==> src/rtl/decode_stage_pkg.sv <==
// Shared decode definitions: opcodes, instruction field positions, op classes, ALU funct codes.
// M-extension funct codes always exist here; decode_comb emits them only under DECODE_M_EXT_EN.
package decode_stage_pkg;

  localparam int ALU_FUNCT_WIDTH = 5;

  typedef enum logic [ALU_FUNCT_WIDTH-1:0] {
    ALU_ADD    = 5'd0,
    ALU_SUB    = 5'd1,
    ALU_SLL    = 5'd2,
    ALU_SLT    = 5'd3,
    ALU_SLTU   = 5'd4,
    ALU_XOR    = 5'd5,
    ALU_SRL    = 5'd6,
    ALU_SRA    = 5'd7,
    ALU_OR     = 5'd8,
    ALU_AND    = 5'd9,
    ALU_MUL    = 5'd10,
    ALU_MULH   = 5'd11,
    ALU_MULHSU = 5'd12,
    ALU_MULHU  = 5'd13,
    ALU_DIV    = 5'd14,
    ALU_DIVU   = 5'd15,
    ALU_REM    = 5'd16,
    ALU_REMU   = 5'd17
  } alu_funct_e;

  localparam logic [6:0] OPC_OP     = 7'b0110011;
  localparam logic [6:0] OPC_OP_IMM = 7'b0010011;
  localparam logic [6:0] OPC_LOAD   = 7'b0000011;
  localparam logic [6:0] OPC_STORE  = 7'b0100011;
  localparam logic [6:0] OPC_BRANCH = 7'b1100011;
  localparam logic [6:0] OPC_LUI    = 7'b0110111;
  localparam logic [6:0] OPC_AUIPC  = 7'b0010111;
  localparam logic [6:0] OPC_JAL    = 7'b1101111;
  localparam logic [6:0] OPC_JALR   = 7'b1100111;
  localparam logic [6:0] OPC_SYSTEM = 7'b1110011;

  localparam int RD_LSB     = 7;
  localparam int FUNCT3_LSB = 12;
  localparam int RS1_LSB    = 15;
  localparam int RS2_LSB    = 20;
  localparam int FUNCT7_LSB = 25;
  localparam int SHAMT_LSB  = 20;

  localparam logic [6:0] FUNCT7_BASE = 7'b0000000;
  localparam logic [6:0] FUNCT7_ALT  = 7'b0100000;
  localparam logic [6:0] FUNCT7_M    = 7'b0000001;

  typedef enum logic [3:0] {
    OC_ILLEGAL = 4'd0,
    OC_OP      = 4'd1,
    OC_OP_IMM  = 4'd2,
    OC_LOAD    = 4'd3,
    OC_STORE   = 4'd4,
    OC_BRANCH  = 4'd5,
    OC_LUI     = 4'd6,
    OC_AUIPC   = 4'd7,
    OC_JAL     = 4'd8,
    OC_JALR    = 4'd9,
    OC_SYSTEM  = 4'd10
  } op_class_e;

  typedef enum logic [1:0] {
    ST_EMPTY = 2'd0,
    ST_ONE   = 2'd1,
    ST_FULL  = 2'd2
  } state_e;

  // Base integer op for a funct3 when funct7 selects the non-alternate form.
  function automatic alu_funct_e base_funct(input logic [2:0] funct3);
    case (funct3)
      3'b000:  return ALU_ADD;
      3'b001:  return ALU_SLL;
      3'b010:  return ALU_SLT;
      3'b011:  return ALU_SLTU;
      3'b100:  return ALU_XOR;
      3'b101:  return ALU_SRL;
      3'b110:  return ALU_OR;
      default: return ALU_AND;
    endcase
  endfunction

  function automatic alu_funct_e m_funct(input logic [2:0] funct3);
    case (funct3)
      3'b000:  return ALU_MUL;
      3'b001:  return ALU_MULH;
      3'b010:  return ALU_MULHSU;
      3'b011:  return ALU_MULHU;
      3'b100:  return ALU_DIV;
      3'b101:  return ALU_DIVU;
      3'b110:  return ALU_REM;
      default: return ALU_REMU;
    endcase
  endfunction

endpackage

==> src/rtl/decode_stage_comb.sv <==
// Combinational RV32I/RV64I decoder: instruction word to ALU funct, register indices, immediate, class.
// DECODE_M_EXT_EN enables OP funct7=0000001 (MUL/DIV/REM); otherwise that encoding is illegal.
module decode_comb
  import decode_stage_pkg::*;
#(
  parameter int XLEN    = 32,
  parameter int SHAMT_W = $clog2(XLEN)
) (
  input  logic [31:0]                instr,
  output logic [ALU_FUNCT_WIDTH-1:0] alu_funct,
  output logic [4:0]                 rs1,
  output logic [4:0]                 rs2,
  output logic [4:0]                 rd,
  output logic [XLEN-1:0]            immed,
  output logic [3:0]                 op_class,
  output logic                       use_imm,
  output logic                       illegal
);

  function automatic logic [XLEN-1:0] sext32(input logic [31:0] v);
    logic [XLEN-1:0] r;
    r = {XLEN{v[31]}};
    r[31:0] = v;
    return r;
  endfunction

  logic [6:0]      opcode;
  logic [2:0]      funct3;
  logic [6:0]      funct7;
  logic [31:0]     imm_i32, imm_s32, imm_b32, imm_u32, imm_j32;
  logic [XLEN-1:0] shamt_imm;
  logic            bad;

  always_comb begin
    opcode  = instr[6:0];
    funct3  = instr[FUNCT3_LSB +: 3];
    funct7  = instr[FUNCT7_LSB +: 7];
    imm_i32 = {{20{instr[31]}}, instr[31:20]};
    imm_s32 = {{20{instr[31]}}, instr[31:25], instr[11:7]};
    imm_b32 = {{19{instr[31]}}, instr[31], instr[7], instr[30:25], instr[11:8], 1'b0};
    imm_u32 = {instr[31:12], 12'b0};
    imm_j32 = {{11{instr[31]}}, instr[31], instr[19:12], instr[20], instr[30:21], 1'b0};
    shamt_imm = '0;
    shamt_imm[SHAMT_W-1:0] = instr[SHAMT_LSB +: SHAMT_W];

    alu_funct = ALU_ADD;
    rs1       = instr[RS1_LSB +: 5];
    rs2       = instr[RS2_LSB +: 5];
    rd        = instr[RD_LSB +: 5];
    immed     = '0;
    op_class  = OC_ILLEGAL;
    use_imm   = 1'b0;
    bad       = 1'b0;

    case (opcode)
      OPC_OP: begin
        op_class = OC_OP;
        case (funct7)
          FUNCT7_BASE: alu_funct = base_funct(funct3);
          FUNCT7_ALT: begin
            if (funct3 == 3'b000)      alu_funct = ALU_SUB;
            else if (funct3 == 3'b101) alu_funct = ALU_SRA;
            else                       bad = 1'b1;
          end
`ifdef DECODE_M_EXT_EN
          FUNCT7_M: alu_funct = m_funct(funct3);
`endif
          default: bad = 1'b1;
        endcase
      end
      OPC_OP_IMM: begin
        op_class  = OC_OP_IMM;
        use_imm   = 1'b1;
        immed     = sext32(imm_i32);
        alu_funct = base_funct(funct3);
        // Bits above the shamt field must be clear; bit 30 alone picks SRAI over SRLI.
        if (funct3 == 3'b001) begin
          immed = shamt_imm;
          bad   = (instr[31:SHAMT_LSB+SHAMT_W] != '0);
        end else if (funct3 == 3'b101) begin
          immed     = shamt_imm;
          alu_funct = instr[30] ? ALU_SRA : ALU_SRL;
          bad       = ({instr[31], instr[29:SHAMT_LSB+SHAMT_W]} != '0);
        end
      end
      OPC_LOAD: begin
        op_class = OC_LOAD;
        use_imm  = 1'b1;
        immed    = sext32(imm_i32);
      end
      OPC_STORE: begin
        op_class = OC_STORE;
        use_imm  = 1'b1;
        immed    = sext32(imm_s32);
      end
      OPC_BRANCH: begin
        op_class = OC_BRANCH;
        immed    = sext32(imm_b32);
        case (funct3)
          3'b000, 3'b001: alu_funct = ALU_SUB;
          3'b100, 3'b101: alu_funct = ALU_SLT;
          3'b110, 3'b111: alu_funct = ALU_SLTU;
          default:        bad = 1'b1;
        endcase
      end
      OPC_LUI: begin
        op_class = OC_LUI;
        use_imm  = 1'b1;
        immed    = sext32(imm_u32);
      end
      OPC_AUIPC: begin
        op_class = OC_AUIPC;
        use_imm  = 1'b1;
        immed    = sext32(imm_u32);
      end
      OPC_JAL: begin
        op_class = OC_JAL;
        use_imm  = 1'b1;
        immed    = sext32(imm_j32);
      end
      OPC_JALR: begin
        op_class = OC_JALR;
        use_imm  = 1'b1;
        immed    = sext32(imm_i32);
      end
      OPC_SYSTEM: begin
        op_class = OC_SYSTEM;
        immed    = sext32(imm_i32);
      end
      default: bad = 1'b1;
    endcase

    // An illegal bundle must not write a register or look like an immediate op downstream.
    if (bad) begin
      alu_funct = ALU_ADD;
      rd        = 5'd0;
      use_imm   = 1'b0;
      immed     = '0;
    end
    illegal = bad;
  end

endmodule

==> src/rtl/decode_stage.sv <==
// Registered decode stage with 2-entry skid: 1-cycle latency; in_ready is a flop, deasserted only when
// both entries are full. Flush empties both entries and drops a same-cycle accept. See decode_comb for DECODE_M_EXT_EN.
module decode_stage
  import decode_stage_pkg::*;
#(
  parameter int XLEN    = 32,
  parameter int SHAMT_W = $clog2(XLEN)
) (
  input  logic                       clk,
  input  logic                       rst_n,
  input  logic                       flush,
  input  logic                       in_valid,
  output logic                       in_ready,
  input  logic [31:0]                in_instr,
  input  logic [XLEN-1:0]            in_pc,
  output logic                       out_valid,
  input  logic                       out_ready,
  output logic [XLEN-1:0]            out_pc,
  output logic [ALU_FUNCT_WIDTH-1:0] out_alu_funct,
  output logic [4:0]                 out_rs1,
  output logic [4:0]                 out_rs2,
  output logic [4:0]                 out_rd,
  output logic [XLEN-1:0]            out_immed,
  output logic [3:0]                 out_op_class,
  output logic                       out_use_imm,
  output logic                       out_illegal
);

  typedef struct packed {
    logic [XLEN-1:0]            pc;
    logic [ALU_FUNCT_WIDTH-1:0] alu_funct;
    logic [4:0]                 rs1;
    logic [4:0]                 rs2;
    logic [4:0]                 rd;
    logic [XLEN-1:0]            immed;
    logic [3:0]                 op_class;
    logic                       use_imm;
    logic                       illegal;
  } bundle_t;

  logic [ALU_FUNCT_WIDTH-1:0] dec_alu_funct;
  logic [4:0]                 dec_rs1, dec_rs2, dec_rd;
  logic [XLEN-1:0]            dec_immed;
  logic [3:0]                 dec_op_class;
  logic                       dec_use_imm, dec_illegal;
  bundle_t                    dec;

  decode_comb #(
    .XLEN    (XLEN),
    .SHAMT_W (SHAMT_W)
  ) u_decode_comb (
    .instr     (in_instr),
    .alu_funct (dec_alu_funct),
    .rs1       (dec_rs1),
    .rs2       (dec_rs2),
    .rd        (dec_rd),
    .immed     (dec_immed),
    .op_class  (dec_op_class),
    .use_imm   (dec_use_imm),
    .illegal   (dec_illegal)
  );

  assign dec = '{pc: in_pc, alu_funct: dec_alu_funct, rs1: dec_rs1, rs2: dec_rs2, rd: dec_rd,
                 immed: dec_immed, op_class: dec_op_class, use_imm: dec_use_imm, illegal: dec_illegal};

  state_e  state_q, state_d;
  logic    in_ready_q, in_ready_d;
  bundle_t out_q, out_d;
  bundle_t skid_q, skid_d;
  logic    accept, consume;

  always_comb begin
    accept  = in_valid && in_ready_q;
    consume = (state_q != ST_EMPTY) && out_ready;
    state_d = state_q;
    out_d   = out_q;
    skid_d  = skid_q;

    case (state_q)
      ST_EMPTY: begin
        if (accept) begin
          out_d   = dec;
          state_d = ST_ONE;
        end
      end
      ST_ONE: begin
        if (accept && consume) begin
          out_d = dec;
        end else if (accept) begin
          skid_d  = dec;
          state_d = ST_FULL;
        end else if (consume) begin
          state_d = ST_EMPTY;
        end
      end
      ST_FULL: begin
        // in_ready_q is low here, so the only event is the skid entry advancing.
        if (consume) begin
          out_d   = skid_q;
          state_d = ST_ONE;
        end
      end
      default: state_d = ST_EMPTY;
    endcase

    if (flush) state_d = ST_EMPTY;
    in_ready_d = (state_d != ST_FULL);
  end

  always_ff @(posedge clk) begin
    if (!rst_n) begin
      state_q    <= ST_EMPTY;
      in_ready_q <= 1'b1;
      out_q      <= '0;
      skid_q     <= '0;
    end else begin
      state_q    <= state_d;
      in_ready_q <= in_ready_d;
      out_q      <= out_d;
      skid_q     <= skid_d;
    end
  end

  assign in_ready      = in_ready_q;
  assign out_valid     = (state_q != ST_EMPTY);
  assign out_pc        = out_q.pc;
  assign out_alu_funct = out_q.alu_funct;
  assign out_rs1       = out_q.rs1;
  assign out_rs2       = out_q.rs2;
  assign out_rd        = out_q.rd;
  assign out_immed     = out_q.immed;
  assign out_op_class  = out_q.op_class;
  assign out_use_imm   = out_q.use_imm;
  assign out_illegal   = out_q.illegal;

endmodule

==> config.mk <==
export PLATFORM = sky130hd
export DESIGN_NAME = decode_stage
export DESIGN_NICKNAME = d
export VERILOG_FILES = /design/src/rtl/decode_stage_pkg.sv /design/src/rtl/decode_stage_comb.sv /design/src/rtl/decode_stage.sv
export SDC_FILE = /design/constraint.sdc
export NUM_CORES = 1
export LEC_CHECK = 0
export BUFFER_PORTS_ARGS = -buffer_cell sky130_fd_sc_hd__buf_4
export CAP_MARGIN = 5
export CORE_UTILIZATION = 30
export CTS_BUF_LIST = sky130_fd_sc_hd__clkbuf_16
export DETAILED_ROUTE_END_ITERATION = 8
export PLACE_DENSITY = 0.45
export SYNTH_ARGS = -nofsm -noshare
export SYNTH_HDL_FRONTEND = slang
export SYNTH_HIERARCHICAL = 1
export SYNTH_SLANG_ARGS = --single-unit
==> constraint.sdc <==
create_clock -name clk -period 6.35 [get_ports clk]
set_input_delay 0.3175 -clock clk [delete_from_list [all_inputs] [get_ports clk]]
set_output_delay 0.3175 -clock clk [all_outputs]
set_load 0.05 [all_outputs]
==> results of run 1 <==
cells in the mapped netlist (all sizes together) (4+ instances only):
| cell | number |
|---|---|
| a21boi | 91 |
| o21ai | 98 |
| mux2i | 91 |
| nor2b | 9 |
| a21oi | 120 |
| nor3 | 6 |
| nand2 | 216 |
| and2 | 9 |
| nand3 | 7 |
| and3 | 4 |
| buf | 58 |
| inv | 5 |
| a22oi | 5 |
| nor2 | 23 |
| dfxtp | 183 |
| nand2b | 7 |
| clkbuf | 39 |
logic make-up (layout without fill, tap and decap cells):
kind of cell,Yosys count,after routing
AOI/OAI and AO/OA,335,335
xor gates and xnor gates,3,3
muxes,91,91
and+or+nand+nor,296,296
DFF,183,183
buffers and inverters,102,204
other,1,1
worst max-delay path: stages:
cell and delay, ps:
buf_4 160, nor4bb_1 980, nand2_1 260, o31ai_1 520
or3b_1 310, buf_4 370, nor2_1 130, mux2i_1 150
a21oi_1 90
state kept, by name (all words and copies together) (netlist names):
signal and count:
out_rs1 5, out_rs2 5, out_immed 32, out_rd 5
skid_q 90, state_q 2, out_use_imm 1, out_alu_funct 5
in_ready 1, out_op_class 4, out_pc 32, out_illegal 1
layout make-up:
type                       count  area, um^2  share of cell area [%]
multi-input combinational    726        4250                    41.5
sequential                   183        3660                    35.8
timing repair buffer         167        1250                    12.2
tap                          378         473                    4.62
clock buffer                  17         425                    4.15
clock inverter                15         158                    1.54
inverter                       5        18.8                   0.183
where the power goes:
group,leakage [nW],internal [mW],switching (mW)
Clock,0.290,0.560,0.525
Sequential,1.49,1.19,0.0255
Combinational,2.60,0.135,0.291
path summary, 6_finish.rpt:
check,endpoint,depth (start not counted)
worst min register to register,skid_q[89],2
worst max register to register,out_rs2[1],4
worst max-delay path,out_immed[9],9
worst min-delay path,skid_q[65],3
routing by layer:
layer	routed length, um	share of wire, %	vias up	track usage, %
li1	-	-	3651	-
met4	286	1.2	0	4.27
met2	11100	45	161	26.5
met3	1130	4.6	16	3.74
met1	12000	49	3346	23.6
met5	0	0	-	0
per-stage QoR:
step	instance area (um^2)	util (%)	hold slack, ps
finish	10200	36.9	130
detailed placement	9660	34.8	444
floorplan	8480	-	432
global placement	9660	34.8	439
CTS	10200	36.9	111
global route	10200	36.9	117
==> reports/metrics.yaml, run 1 <==
antennaDiodeCount: 0
worstPathRequired_ps: 6630
synth-seq-cells: 183
mappedNetlistArea_um2: 8480
ys_seq_area_share_pct: 43.2
die_h_um: 170
critPathLaunch: "in_instr[2]"
n_fill_cell: 2969
cts_tree: "done"
syn-num-nets: 1080
place.gp.congestion: 0.885
final.setup.tns_ps: 0
leakagePower_nw: 4.38
synthArstFlopShare_pct: 0
start_util_pct: 30.5
clkTransAtPathRegs_ps: 80
grt_pass1_vias: 6715
setup_violations: 0
synth.top_cell.area_share_pct: 43.2
antenna_found_initial: 0
crit_type: "input pin to flop"
die_area_um2: 28900
synth_top_family_by_area: "compound AO/OA/AOI/OAI gates"
insertion_delay_ps: 440
crit_arrival_ps: 3300
max_cap_viol_count: 0
first_iter_violations: 432
fin_skew_ps: 13.0
syn2layout_area_growth_pct: 20.8
status: "completed"
grt_max_degree: 97
dpl_worst_slack_ps: 2910
nets: 1169
hold_class: "input pin to flop"
ant_nets: 0
period_share_pct: 47.6
timing.rr.start: "state_q[0]"
hpwl_mm: 15.3
core-area_um2: 27800
clock_sinks: 183
vdd_ir_drop_max_uv: 173
worstSetupEndpointType: "flop"
synth_xor_area_share_pct: 0.310
synthSimpleGateAreaFrac_pct: 15.1
wirelength_mm: 24.5
numCtsBuffers: 17
final_common_cell: "nand2_1"
powerDensity_nw_per_um2: 267
maxSlewHeadroom_pct: 20.6
drcViolationCount: 0
grt-ovfl-total: 0
fin_crit_ps: 3020
hold_viol: 0
yosysWarnings: 6
synthAdderAreaFrac_pct: 0
firstDrtPassIters: 5
setup_slack_ps: 3330
ctsResizeCount: 0
synth-edff-count: 0
worstHoldStart: "in_pc[7]"
clock_path_buffers: 2
worstSetupStartpointType: "input pin"
synth_compound_area_share_pct: 23.7
io_buffers: 160
synth.area.mux_share_pct: 10.7
grt_pass1_wl_mm: 38.2
die_x_um: 170
worst-r2r-setup-slack_ps: 3760
placedCellCount: 1459
layout-drive-gt1-share_pct: 18.8
ys.flop_type: "dfxtp_1"
critical_path_peak_fanout: 25
slew_violations: 0
root_buffer: "clkbuf_16"
synth.distinct_cells: 58
cts_setup_buffers: 0
std_cell_rows: 61
wire_per_inst_um: 16.4
finalPower_mw: 2.73
grt_setup_unrepaired: "no"
synth_area_per_cell_um2: 8.39
layout_common_cells: "nand2_1 (215), dfxtp_1 (183), buf_4 (167), a21oi_1 (118)"
synth_area_leaders: "dfxtp_1 (43%), mux2i_1 (11%), nand2_1 (9.5%)"
yosysTopAreaCell: "dfxtp_1"
track_usage_pct: 17.0
hold_buffers: 0
pin_count: 161
viasPerCell: 4.81
h-tree-depth: 4
synth_cells: 1011
via_count: 7174
tightest_slew_ps: 1180
timing.fmax_ghz: 0.331
instances_no_fill: 1491
Note: power is estimated with default switching activity, not from simulation.
==> inputs of run 2 (changes only) <==
Clock period 6.35 ns to 2.9 ns, I/O delays scaled along.
==> reports/metrics.yaml, run 2 (synthesized netlist as in run 1, its figures left out) <==
grt-ovfl-total: 0  # unchanged
worstSetupEndpointType: "flop"
clock_path_buffers: 2  # unchanged
wire_per_inst_um: 16.3  # -0.96%
power_frac_comb_pct: 16.7  # +1.1 points
pin_count: 161  # unchanged
firstDrtPassIters: 4  # -1
antenna_found_initial: 0  # unchanged
status: "completed"
switchingPower_mw: 1.90  # +130%
hold_viol: 0  # unchanged
ctsResizeCount: 0  # unchanged
worst-r2r-setup-slack_ps: 1140  # -2620 ps
start_util_pct: 30.5  # unchanged
timing.rr.start: "state_q[1]"
worstHoldStart: "in_valid"
cts_tree: "done"
p_int_mw: 4.12  # +120%
p_seq_share_pct: 44.4  # -0.3 points
grt_pass1_wl_mm: 39.6  # +3.7%
worstHoldPathCells: 3  # unchanged
worstSetupStartpointType: "input pin"
cp_top_family: "simple AND/OR/NAND/NOR gates"
layout-drive-gt1-share_pct: 18.9  # +0.14 points
io_buffers: 160  # unchanged
antennaDiodeCount: 0  # unchanged
tightest_slew_ps: 770  # -406 ps
cpMaxStageDelayCell: "or4_4"
finalPower_mw: 6.01  # +120%
max_cap_viol_count: 0  # unchanged
crit_path_frequent_cell: "a21oi_1"
clkTransAtPathRegs_ps: 70  # about the same
final.setup.tns_ps: 0  # unchanged
hold_class: "input pin to flop"
slew_violations: 0  # unchanged
grt_pass1_vias: 7039  # +4.8%
vdd_ir_drop_max_uv: 301  # +74%
clkPwrFrac_pct: 38.9  # -0.8 points
grt_max_degree: 97  # unchanged
worst-path-buf-inv: 2  # unchanged
worstPathRequired_ps: 3260  # -3370 ps
via_count: 7389  # +3.0%
reg2regPathDepth: 4  # unchanged
maxSlewHeadroom_pct: 48.3  # +28 points
die_area_um2: 28900  # unchanged
numCtsBuffers: 17  # unchanged
die_h_um: 170  # unchanged
powerDensity_nw_per_um2: 553  # +110%
n_fill_cell: 2903  # -2.2%
fin_skew_ps: 17.8  # +4.82 ps
nets: 1224  # +4.7%
r2r-end: "out_immed[31]"
switching_share_pct: 31.6  # +0.74 points
clock_sinks: 183  # unchanged
wirelength_mm: 25.1  # +2.7%
critPathLaunch: "in_instr[26]"
fin_crit_ps: 2180
core-area_um2: 27800  # unchanged
viasPerCell: 4.78  # -0.67%
period_share_pct: 75.2
setup_violations: 0  # unchanged
largest_reg_flops: 90  # unchanged
track_usage_pct: 17.5  # +0.48 points
hpwl_mm: 15.7  # +2.8%
first_iter_violations: 421  # -2.5%
place.gp.congestion: 0.895  # +1.2%
h-tree-depth: 4  # unchanged
layout_common_cells: "nand2_1 (215), dfxtp_1 (183), buf_4 (170), a21oi_1 (118)"
drcViolationCount: 0  # unchanged
final_common_cell: "nand2_1"
critPathMaxStageDelay_ps: 560  # -420 ps
crit_arrival_ps: 2540  # -760 ps
die_x_um: 170  # unchanged
std_cell_rows: 61  # unchanged
cp_cell_sequence: "buf_4 > or4_4 > nor3_1 > a21boi_1 > or3b_1 > buf_12 > a21oi_1 > mux2i_1 > a21oi_1"
insertion_delay_ps: 440  # about the same
root_buffer: "clkbuf_16"
grt_setup_unrepaired: "no"
critical_path_peak_fanout: 25  # unchanged
largest-register: "skid_q"
min_to: "in_ready"
leakagePower_nw: 4.66  # +6.2%
fin_util_pct: 39.1  # +2.2 points
timing.fmax_ghz: 0.459
ant_nets: 0  # unchanged
syn2layout_area_growth_pct: 28.1
crit_type: "input pin to flop"
==> run 2: layout make-up <==
class / instances / area (um^2) / share of cell area [%]
inverter: 5 / 18.8 / 0.173
sequential: 183 / 3660 / 33.7
clock inverter: 15 / 158 / 1.45
multi-input combinational: 726 / 4250 / 39.1
tap: 378 / 473 / 4.35
timing repair buffer: 222 / 1880 / 17.3
clock buffer: 17 / 425 / 3.92
==> run 2: worst max-delay path by stage <==
stage | end | slack, ps | depth (start not counted)
2_1_floorplan | out_immed[22] | 750 | 9
3_3_place_gp | out_immed[12] | 390 | 9
3_5_place_dp | out_immed[11] | 320 | 9
4_1_cts | out_immed[11] | 760 | 9
5_1_grt | out_immed[11] | 590 | 9
6_report | out_immed[11] | 720 | 9
==> run 2: tightest hold or removal path: cells and delay by family <==
kind / cells / cell delay (ps)
AO/OA/AOI/OAI: 1 / 130
buffers and inverters: 1 / 120
AND/OR/NAND/NOR: 1 / 80
==> run 2: per-layer routing <==
metal  vias up  track usage, %  wire length [um]
met5         -               0                 0
met4         0            4.00               181
met1      3450            24.1             12400
met3        12            3.37              1030
met2       152            28.0             11500
li1       3775               -                 -
==> run 2: per-stage QoR <==
step           cells  instance area, um^2  hold slack (ps)  worst slack [ps]
2_1_floorplan   1011                 8480              259               754
3_3_place_gp    1470                 9840              404               393
3_5_place_dp    1470                 9840              408               320
4_1_cts         1546                10900             64.4               755
5_1_grt         1546                10900             88.4               591
6_report        1546                10900             84.6               719
==> run 2: timing repair <==
item,4_1_cts,5_1_grt
hold buffers,44,0
hold endpoints to repair,58,0
setup endpoints to repair,0,0
setup buffers,0,0
==> run 2: power groups by stage <==
| stage | combinational (mW) | sequential (mW) | clock, mW |
|---|---|---|---|
| after detailed placement | 0.959 | 2.73 | 0 |
| after floorplan | 0.320 | 3.03 | 0 |
| after global placement | 0.960 | 2.73 | 0 |
| after global routing | 1.07 | 2.68 | 2.52 |
| final | 1.00 | 2.67 | 2.34 |
| after CTS | 1.01 | 2.67 | 2.42 |
